<file path="config.mk">
export PLATFORM = sky130hd
export DESIGN_NAME = branch_predictor
export DESIGN_NICKNAME = d
export VERILOG_FILES = /design/src/rtl/branch_predictor.sv
export SDC_FILE = /design/constraint.sdc
export NUM_CORES = 2
export LEC_CHECK = 0
export BUFFER_PORTS_ARGS = -buffer_cell sky130_fd_sc_hd__buf_2
export CORE_MARGIN = 3
export CORE_UTILIZATION = 52
export DETAILED_ROUTE_END_ITERATION = 8
export PLACE_DENSITY_LB_ADDON = 0.25
export SLEW_MARGIN = 20
export SYNTH_ARGS = -nofsm -noshare
export SYNTH_HDL_FRONTEND = slang
export SYNTH_SLANG_ARGS = --single-unit
</file>
<file path="constraint.sdc">
create_clock -name clk -period 9.74 [get_ports clk]
set_input_delay 0.974 -clock clk [delete_from_list [all_inputs] [get_ports clk]]
set_output_delay 0.974 -clock clk [all_outputs]
set_load 0.02 [all_outputs]
</file>
<file path="src/rtl/branch_predictor.sv">
// branch_predictor
// Fetch-stage branch predictor. It is a direct-mapped branch target buffer
// with a 2-bit saturating counter in each entry.
//
// Ports:
//   clk, rst         clock and synchronous active-high reset
//   pc_f, inst_f     fetch PC and the instruction fetched there
//   pred_taken       prediction: redirect fetch to pred_target
//   pred_target      predicted next PC (entry target, or pc_f+4)
//   ex_valid         EX holds a real instruction
//   ex_pc, ex_inst   PC and instruction in EX
//   ex_jump          resolved taken decision from the branch comparator
//   ex_target        resolved target address
//   ex_pred_taken    pred_taken carried down the pipe with this instruction
//   ex_pred_target   pred_target carried down the pipe with this instruction
//   mispredict       flush IF/ID and load redirect_pc at this edge
//   redirect_pc      correct next PC for the EX instruction
//   br_cnt           resolved control-flow instructions (saturating)
//   mis_cnt          mispredicts (saturating)
module branch_predictor #(
    parameter int ENTRIES = 16,
    parameter int INDEX_W = 4,
    parameter int CNT_W   = 32
) (
    input  logic             clk,
    input  logic             rst,
    input  logic [31:0]      pc_f,
    input  logic [31:0]      inst_f,
    output logic             pred_taken,
    output logic [31:0]      pred_target,
    input  logic             ex_valid,
    input  logic [31:0]      ex_pc,
    input  logic [31:0]      ex_inst,
    input  logic             ex_jump,
    input  logic [31:0]      ex_target,
    input  logic             ex_pred_taken,
    input  logic [31:0]      ex_pred_target,
    output logic             mispredict,
    output logic [31:0]      redirect_pc,
    output logic [CNT_W-1:0] br_cnt,
    output logic [CNT_W-1:0] mis_cnt
);

    localparam int TAG_W = 30 - INDEX_W;
    localparam logic [4:0] OP_B    = 5'b11000;
    localparam logic [4:0] OP_JAL  = 5'b11011;
    localparam logic [4:0] OP_JALR = 5'b11001;
    localparam logic [CNT_W-1:0] CNT_ONE = 1;
    localparam logic [CNT_W-1:0] CNT_MAX = '1;

    logic [ENTRIES-1:0] valid_q;
    logic [TAG_W-1:0]   tag_q    [ENTRIES];
    logic [31:0]        target_q [ENTRIES];
    logic [1:0]         ctr_q    [ENTRIES];

    // Fetch-side decode and table read
    logic               f_is_b, f_is_j, f_hit;
    logic [INDEX_W-1:0] f_idx;
    logic [TAG_W-1:0]   f_tag;

    assign f_is_b = (inst_f[6:2] == OP_B);
    assign f_is_j = (inst_f[6:2] == OP_JAL) || (inst_f[6:2] == OP_JALR);
    assign f_idx  = pc_f[INDEX_W+1:2];
    assign f_tag  = pc_f[31:INDEX_W+2];
    assign f_hit  = valid_q[f_idx] && (tag_q[f_idx] == f_tag);

    // The lookup reads the registered table, so an update made at this edge
    // is not seen until the next cycle (no bypass). Unconditional jumps
    // ignore the counter. A hit on a non-control-flow word never redirects.
    always_comb begin
        pred_taken = 1'b0;
        if (f_is_b) begin
            pred_taken = f_hit && ctr_q[f_idx][1];
        end else if (f_is_j) begin
            pred_taken = f_hit;
        end
        pred_target = pred_taken ? target_q[f_idx] : pc_f + 32'd4;
    end

    // EX-side decode and resolution
    logic               ex_is_b, ex_is_j, ex_cf, eff_jump, upd_en, ex_hit;
    logic [INDEX_W-1:0] ex_idx;
    logic [TAG_W-1:0]   ex_tag;

    assign ex_is_b  = (ex_inst[6:2] == OP_B);
    assign ex_is_j  = (ex_inst[6:2] == OP_JAL) || (ex_inst[6:2] == OP_JALR);
    assign ex_cf    = ex_is_b || ex_is_j;
    // A jump flag on a non-control-flow instruction is meaningless; drop it.
    assign eff_jump = ex_jump && ex_cf;
    assign upd_en   = ex_valid && ex_cf && !rst;
    assign ex_idx   = ex_pc[INDEX_W+1:2];
    assign ex_tag   = ex_pc[31:INDEX_W+2];
    assign ex_hit   = valid_q[ex_idx] && (tag_q[ex_idx] == ex_tag);

    // A stale aliased prediction on a non-control-flow instruction also
    // counts as a mispredict, because fetch was already sent the wrong way.
    assign mispredict  = !rst && ex_valid &&
                         ((eff_jump != ex_pred_taken) ||
                          (eff_jump && (ex_target != ex_pred_target)));
    assign redirect_pc = eff_jump ? ex_target : ex_pc + 32'd4;

    // Training decision for the entry selected by the EX PC
    logic       alloc, wr_tgt, wr_ctr;
    logic [1:0] cur_ctr, new_ctr;

    assign cur_ctr = ctr_q[ex_idx];

    always_comb begin
        alloc   = 1'b0;
        wr_tgt  = 1'b0;
        wr_ctr  = 1'b0;
        new_ctr = cur_ctr;
        if (upd_en) begin
            if (!ex_hit) begin
                // Only taken control flow earns an entry; it evicts whatever
                // was there.
                if (eff_jump) begin
                    alloc   = 1'b1;
                    wr_tgt  = 1'b1;
                    wr_ctr  = 1'b1;
                    new_ctr = ex_is_b ? 2'b10 : 2'b11;
                end
            end else if (ex_is_b) begin
                wr_ctr = 1'b1;
                if (eff_jump) begin
                    wr_tgt  = 1'b1;
                    new_ctr = (cur_ctr == 2'b11) ? 2'b11 : cur_ctr + 2'd1;
                end else begin
                    new_ctr = (cur_ctr == 2'b00) ? 2'b00 : cur_ctr - 2'd1;
                end
            end else begin
                wr_ctr  = 1'b1;
                wr_tgt  = 1'b1;
                new_ctr = 2'b11;
            end
        end
    end

    // Valid bits and counters are the only table state that gets reset.
    always_ff @(posedge clk) begin
        if (rst) begin
            valid_q <= '0;
            for (int i = 0; i < ENTRIES; i++) begin
                ctr_q[i] <= 2'b01;
            end
        end else begin
            if (alloc) begin
                valid_q[ex_idx] <= 1'b1;
            end
            if (wr_ctr) begin
                ctr_q[ex_idx] <= new_ctr;
            end
        end
    end

    // Tags and targets are never reset; valid_q guards them. upd_en already
    // excludes reset cycles.
    always_ff @(posedge clk) begin
        if (alloc) begin
            tag_q[ex_idx] <= ex_tag;
        end
        if (wr_tgt) begin
            target_q[ex_idx] <= ex_target;
        end
    end

    // Statistics counters stick at all-ones instead of wrapping.
    always_ff @(posedge clk) begin
        if (rst) begin
            br_cnt  <= '0;
            mis_cnt <= '0;
        end else begin
            if (ex_valid && ex_cf && (br_cnt != CNT_MAX)) begin
                br_cnt <= br_cnt + CNT_ONE;
            end
            if (mispredict && (mis_cnt != CNT_MAX)) begin
                mis_cnt <= mis_cnt + CNT_ONE;
            end
        end
    end

    // Only the opcode class bits of the instruction words are needed.
    logic unused_inst_bits;
    assign unused_inst_bits = ^{inst_f[31:7], inst_f[1:0], ex_inst[31:7], ex_inst[1:0]};

endmodule
</file>
# After elaboration in Yosys (flattened, before gate mapping)
# Memories as Yosys holds them, arrays and structs flattened.
# Index checks and enable logic that the tools add are counted.
dict set report word_totals {
  ramBits 960
  memories 3
  register_bits 80
  elab_cells 86
  inputBits 197
  out_inout_bits 130
}
dict set report op_classes {
  n_reduce_logical 19
  bitwise 1
  eq_ne 13
  n_lt_le_gt_ge 3
  mux 38
  addsub 6
}
# name depth word_bits rd rd_ports_with_merged_regs write_ports line
set mem_list {}
lappend mem_list {target_q 16 32 1 0 1 53} ;# logic [31:0] target_q [ENTRIES];
lappend mem_list {tag_q 16 26 2 0 1 52} ;# logic [TAG_W-1:0] tag_q [ENTRIES];
lappend mem_list {ctr_q 16 2 2 0 16 54} ;# logic [1:0] ctr_q [ENTRIES];
# operator n
set ops {}
lappend ops {{32-bit by 1-bit adder with 32-bit output (second input constant)} 2}
lappend ops {{32-bit by 3-bit adder with 32-bit output (second input constant)} 2}
lappend ops {{32-bit two-way mux} 2}
lappend ops {{32-bit inequality test (second input constant)} 2}
lappend ops {{26-bit == test} 2}
lappend ops {{32-bit inequality test} 1}
lappend ops {{5-bit == test (second input constant)} 6}
lappend ops {{1-bit two-way mux} 24}
lappend ops {{2-bit two-way mux} 8}
lappend ops {{16-bit bitwise OR} 1}
lappend ops {{1-bit logical AND} 12}
lappend ops {{4-bit by 5-bit less-than comparator with 1-bit output (second input constant)} 2}
lappend ops {{1-bit binary-select mux with 4-bit select} 2}
lappend ops {{1-bit demux with 4-bit select} 1}
lappend ops {{4-bit by 1-bit >= comparator with 1-bit output (second input constant)} 1}
lappend ops {{1-bit logical OR} 4}
lappend ops {{4-bit two-way mux} 1}
lappend ops {{2-bit by 1-bit adder with 2-bit output (second input constant)} 1}
lappend ops {{2-bit == test (second input constant)} 1}
lappend ops {{2-bit logical NOT} 1}
lappend ops {{2-bit OR reduction} 1}
lappend ops {{2-bit by 1-bit subtractor with 2-bit output (second input constant)} 1}
lappend ops {{1-bit logical NOT} 1}
lappend ops {{1-bit inequality test} 1}

# Logic depth before layout (Yosys ltp)
dict set report logic_depth {
  word_depth 12
  ltp_mapped 16
  mapped_depth_nobuf 9
}

# Worst setup path before layout
# No wires, ideal clock.
dict set report synth_path {
  path_kind {input to register}
  start {input port ex_pc[3]}
  end {memory target_q[12][0], enable pin}
  t_required_ns 9.227
  path_stages 11
  arrival_ns 7.121
  setup_time_ns 0.513
  slack_ns 2.106
  path_cell_list {buf_6 buf_8 mux4_2 mux4_2 xor2_1 or4_4 nor4_4 o21ai_2 buf_2 buf_2 nor4b_1}
}
dict set report synth_via {
  elab_chain_len 7
  word_cells_on_any_way 9
}
# element line
set synth_rtl {}
lappend synth_rtl {{start, declared} 32} ;# input logic [31:0] ex_pc,
lappend synth_rtl {{memory read 16 x 26 bit / 1-bit binary-select mux with 4-bit select (equally long branches)} -}
lappend synth_rtl {{26-bit == test / 1-bit two-way mux (equally long branches)} 93} ;# assign ex_hit = valid_q[ex_idx] && (tag_q[ex_idx] == ex_tag);
lappend synth_rtl {{1-bit logical AND} 93}
lappend synth_rtl {{1-bit two-way mux} 114} ;# if (!ex_hit) begin
lappend synth_rtl {{1-bit two-way mux} 113} ;# if (upd_en) begin
lappend synth_rtl {{1-bit two-way mux} 162} ;# if (wr_tgt) begin
lappend synth_rtl {{1-bit two-way mux (implied by the code)} 163} ;# target_q[ex_idx] <= ex_target;
lappend synth_rtl {{end, declared} 53}
# Several ways; a longest one is shown, not always the timed one. The select of a mux whose other input is x is not followed.

# Worst setup path in the final report
dict set report layout_path {
  start {input port pc_f[3]}
  end {output port pred_target[2]}
}
dict set report layout_via {
  elab_chain_len 6
  word_cells_on_any_way 11
}
# element line
set layout_rtl {}
lappend layout_rtl {{start, declared} 27} ;# input logic [31:0] pc_f,
lappend layout_rtl {{memory read 16 x 26 bit / 1-bit binary-select mux with 4-bit select (equally long branches)} -}
lappend layout_rtl {{26-bit == test / 1-bit two-way mux (equally long branches)} 65} ;# assign f_hit = valid_q[f_idx] && (tag_q[f_idx] == f_tag);
lappend layout_rtl {{1-bit logical AND} 65}
lappend layout_rtl {{1-bit two-way mux / 1-bit logical AND (equally long branches)} {74, 73}}
lappend layout_rtl {{1-bit two-way mux} 72} ;# if (f_is_b) begin
lappend layout_rtl {{32-bit two-way mux (*)} 77} ;# pred_target = pred_taken ? target_q[f_idx] : pc_f + 32'd4;
lappend layout_rtl {{end, declared} 30} ;# output logic [31:0] pred_target,
# Mark *: on every way between the ends. The rest lies on a longest branch, timed or not. The select of a mux whose other input is x is not followed.

==> flow_summary.rst <==
.. list-table::
   :header-rows: 1

   * - Metric
     - Value
   * - Cell area reported after detailed placement
     - between 50,000 and 60,000 um2
   * - Placed cell count
     - slightly above 4,000
   * - Deepest clock path buffer count
     - 3
   * - Ys flop type
     - edfxtp_1
   * - Clk network pwr share
     - 0.417
   * - Clock latency on the worst-skew pair
     - a little over 0.7 ns
   * - Reg-to-Reg Start
     - tag_q[14][20]$_DFFE_PP_
   * - Total CTS buffers
     - 106
   * - Die outline area
     - 94,600 um2
   * - Setup TNS
     - 0 ns
   * - Clock tree sinks
     - 1,040
   * - Buffer cell driving the clock tree root
     - clkbuf_16
   * - Cell area power density
     - 180 nW/um2
   * - Initial antenna violation count
     - 19
   * - Routed wire length
     - approximately 140 mm
   * - Gpl congestion
     - between 0.9 and 1
   * - Post-synth EDFFs
     - 960
   * - Cell-internal power
     - 7.46 mW
   * - Cts-stage hold buffer count
     - 0
   * - Worst slew margin relative to its limit
     - 0.176
   * - Outcome
     - finished, final reports clean
   * - H-tree depth reported by CTS
     - 3
   * - Via count of the first global-routing pass
     - 29,100
   * - Placed wire-length estimate
     - 90.9 mm
   * - Netlist area before placement
     - 47,300 um2
   * - Std cell rows
     - 109
   * - Final setup fails
     - 0
   * - Design area
     - 53,700 um2
   * - Area growth syn-to-layout
     - 13.5%
   * - Unrepaired setup endpoints after global routing
     - no
   * - Final cycle utilization of the critical path
     - 0.685
   * - Worst-case hold slack
     - 0.489 ns
   * - GRT Overall Usage
     - 0.305
   * - Core box area
     - 89,300 um2
   * - Fmax
     - 0.150 GHz
   * - Count of cells along the worst register-to-register path
     - 10
   * - First drt pass iteration count
     - 6
   * - Die Y
     - a little over 300 um
   * - Number of filler cells placed in the layout
     - 6,410
   * - Wire length of the first global-routing pass
     - about 210 mm
   * - DRC
     - 0
   * - Total setup buffers inserted after CTS
     - 0
   * - Count of synthesis-stage warnings from yosys
     - 0
   * - Count of final max-slew check failures
     - 0
   * - Largest stage delay, worst path
     - about 0.75 ns
   * - Worst Path Buf+Inv
     - 4
   * - Number of logic stages on the critical path including buffering
     - 11
   * - Setup slack, reg-to-reg
     - 4.41 ns
   * - Cells resized by post-CTS repair
     - 0
   * - Post-detailed-route wirelength per cell
     - 33.7 um
   * - Hold Crit Class
     - reg2reg
   * - Capture point of the worst reg-to-reg path
     - target_q[15][7]$_DFFE_PP_
   * - Die width
     - 308 um
   * - CTS tree
     - done
   * - Total count of hold-check failures in the final report
     - 0
   * - Total congestion overflow after global routing
     - 0
   * - Post-Synthesis Net Count
     - 2,928
   * - Yosys reg bits
     - about 1,000
   * - Termination of the worst setup path
     - pred_target[2]
   * - Endpoint required time on the critical path
     - 8.77 ns
   * - Asr flop ratio synth
     - 0
   * - Family with the most delay on the worst path
     - buffers and inverters
   * - Share of total power in sequential cells
     - 0.505
   * - PnR worst setup slack
     - 3.07 ns
   * - Crit Path Category
     - in2out
   * - CP startpoint kind
     - input pin
   * - Overall power
     - 9.67 mW
   * - Count of antenna-violating nets left after detailed routing
     - 0
   * - Worst setup timing slack at the placement stage
     - ~2.7 ns
   * - Starting utilization of the core area
     - 0.529
   * - Mean Syn Cell Area
     - 17.4 um2
   * - Peak supply drop
     - 0.154 mV
   * - Share of synthesized area occupied by flip-flops and latches
     - 0.643
   * - Clock-pin slew reported for the worst setup and hold paths after clock tree synthesis
     - 0.06 ns
   * - Fin nets
     - 3,208
   * - Measured slew at the worst slew-check pin
     - 1.23 ns
   * - Post-synthesis cell type count
     - 70
   * - Post-synthesis instance total
     - around 2,700
   * - Filler-free cell count of the finished design
     - 4,269
   * - Number of DRC markers in iteration 0
     - 4,043
   * - Critical Path End Type
     - output pin
   * - Critical path launch point
     - pc_f[3]
   * - Pin count of the biggest net entering global routing
     - around 100
   * - Max-Cap Viols
     - 0
   * - Detail-routed via count per cell
     - a little under 7
   * - Post-route minimum period
     - 6.67 ns
   * - Number of buffer cells added on primary ports
     - between 200 and 300
   * - Number of vias after detailed routing
     - 29,000
   * - Cell type of the slowest stage on the worst timing path
     - or4_1
   * - Largest fanout of any net on the critical path
     - approximately 100
   * - Switching power
     - 2.21 mW
   * - Critical-path cell list
     - buf_8 > buf_4 > mux4_2 > mux4_2 > xor2_1 > nor4_1 > nand4_1 > or4_1 > buf_4 > mux2i_1 > buf_2
   * - Worst Clk Skew
     - roughly 0.045 ns
   * - Switching share of power
     - 0.228
   * - Critical path data arrival time
     - 5.70 ns
   * - Power share of the combinational group
     - 0.078
   * - Cell leakage power
     - 17.6 nW
   * - Final cell utilization of the core
     - 0.601
   * - Layout cell share with drive strength beyond 1
     - 0.301
   * - I/O pin count
     - 327
## worst min-delay path by stage
stage                             from                 endpoint  slack, ns  cells past startpoint
2_1_floorplan  valid_q[5]$_SDFFE_PP0P_  valid_q[5]$_SDFFE_PP0P_       0.44                      2
3_3_place_gp   valid_q[1]$_SDFFE_PP0P_  valid_q[1]$_SDFFE_PP0P_       0.46                      2
3_5_place_dp   valid_q[2]$_SDFFE_PP0P_  valid_q[2]$_SDFFE_PP0P_       0.47                      2
4_1_cts        valid_q[2]$_SDFFE_PP0P_  valid_q[2]$_SDFFE_PP0P_       0.49                      2
5_1_grt        valid_q[2]$_SDFFE_PP0P_  valid_q[2]$_SDFFE_PP0P_       0.51                      2
6_report       valid_q[3]$_SDFFE_PP0P_  valid_q[3]$_SDFFE_PP0P_       0.49                      2
## state kept, by name (all words and copies together), names as in the netlist
signal and cells:
br_cnt 32, mis_cnt 32, tag_q 416, valid_q 16, target_q 512, ctr_q 32
## metal layers
layer  share of wire  track usage
met3            0.13       0.0889
met1            0.38        0.436
met4           0.028       0.0895
met5         0.00046            0
met2            0.46        0.460
## worst min-delay path: stages (launching register included)
cell,delay [ns]
dfxtp_1,0.32
inv_1,0.05
o22ai_1,0.07
## power groups by stage
| stage | registers (mW) | clock network, mW | logic, mW |
|---|---|---|---|
| after floorplan | 4.98 | 0 | 0.426 |
| after global placement | 4.97 | 0 | 0.731 |
| after detailed placement | 4.98 | 0 | 0.743 |
| after CTS | 4.88 | 4.08 | 0.746 |
| after global routing | 4.88 | 4.26 | 0.791 |
| final | 4.88 | 4.04 | 0.755 |
## cells in the mapped netlist, drive strengths merged, types with 47 or more instances
| master | number | area (um2) |
|---|---|---|
| nor2 | 114 | 428 |
| nand3 | 54 | 270 |
| xor2 | 108 | 946 |
| mux2i | 121 | 1210 |
| dfxtp | 80 | 1600 |
| edfxtp | 960 | 28800 |
| clkbuf | 88 | 332 |
| o21ai | 47 | 239 |
| mux4 | 367 | 8270 |
| xnor2 | 88 | 771 |
| buf | 80 | 430 |
| nand2 | 135 | 507 |
## logic make-up after synthesis
logic type	after synthesis	synth area share
and+or+nand+nor	535	0.0589
adders and majority gates	7	0.00185
xor gates and xnor gates	196	0.0363
muxes	529	0.210
DFF	1040	0.643
AOI/OAI and AO/OA	208	0.0301
buffers and inverters	209	0.0194
## layout make-up
type | count | area (um2) | share of cell area
Clock buffer | 131 | 2750 | 0.0511
Inverter | 41 | 154 | 0.00287
Antenna cell | 10 | 25.0 | 0.000466
Sequential cell | 1040 | 30400 | 0.567
Clock inverter | 67 | 718 | 0.0134
Tap cell | 1165 | 1460 | 0.0271
Timing Repair Buffer | 340 | 1960 | 0.0365
Multi-Input combinational cell | 1475 | 16200 | 0.302
## cell usage in the layout, fill, tap and decap left out, types with 36 or more instances in the layout
| cell | netlist | final |
|---|---|---|
| edfxtp_1 | 960 | 960 |
| mux4_2 | 367 | 367 |
| buf_2 | 35 | 264 |
| nand2_1 | 135 | 135 |
| mux2i_1 | 121 | 120 |
| xor2_1 | 108 | 108 |
| clkbuf_16 | 0 | 106 |
| nor2_1 | 114 | 99 |
| xnor2_1 | 88 | 88 |
| dfxtp_1 | 80 | 80 |
| buf_4 | 12 | 69 |
| nand3_1 | 54 | 54 |
| o21ai_0 | 46 | 45 |
| inv_1 | 40 | 40 |
| mux2_2 | 36 | 36 |
(Power assumes the default switching activity.)
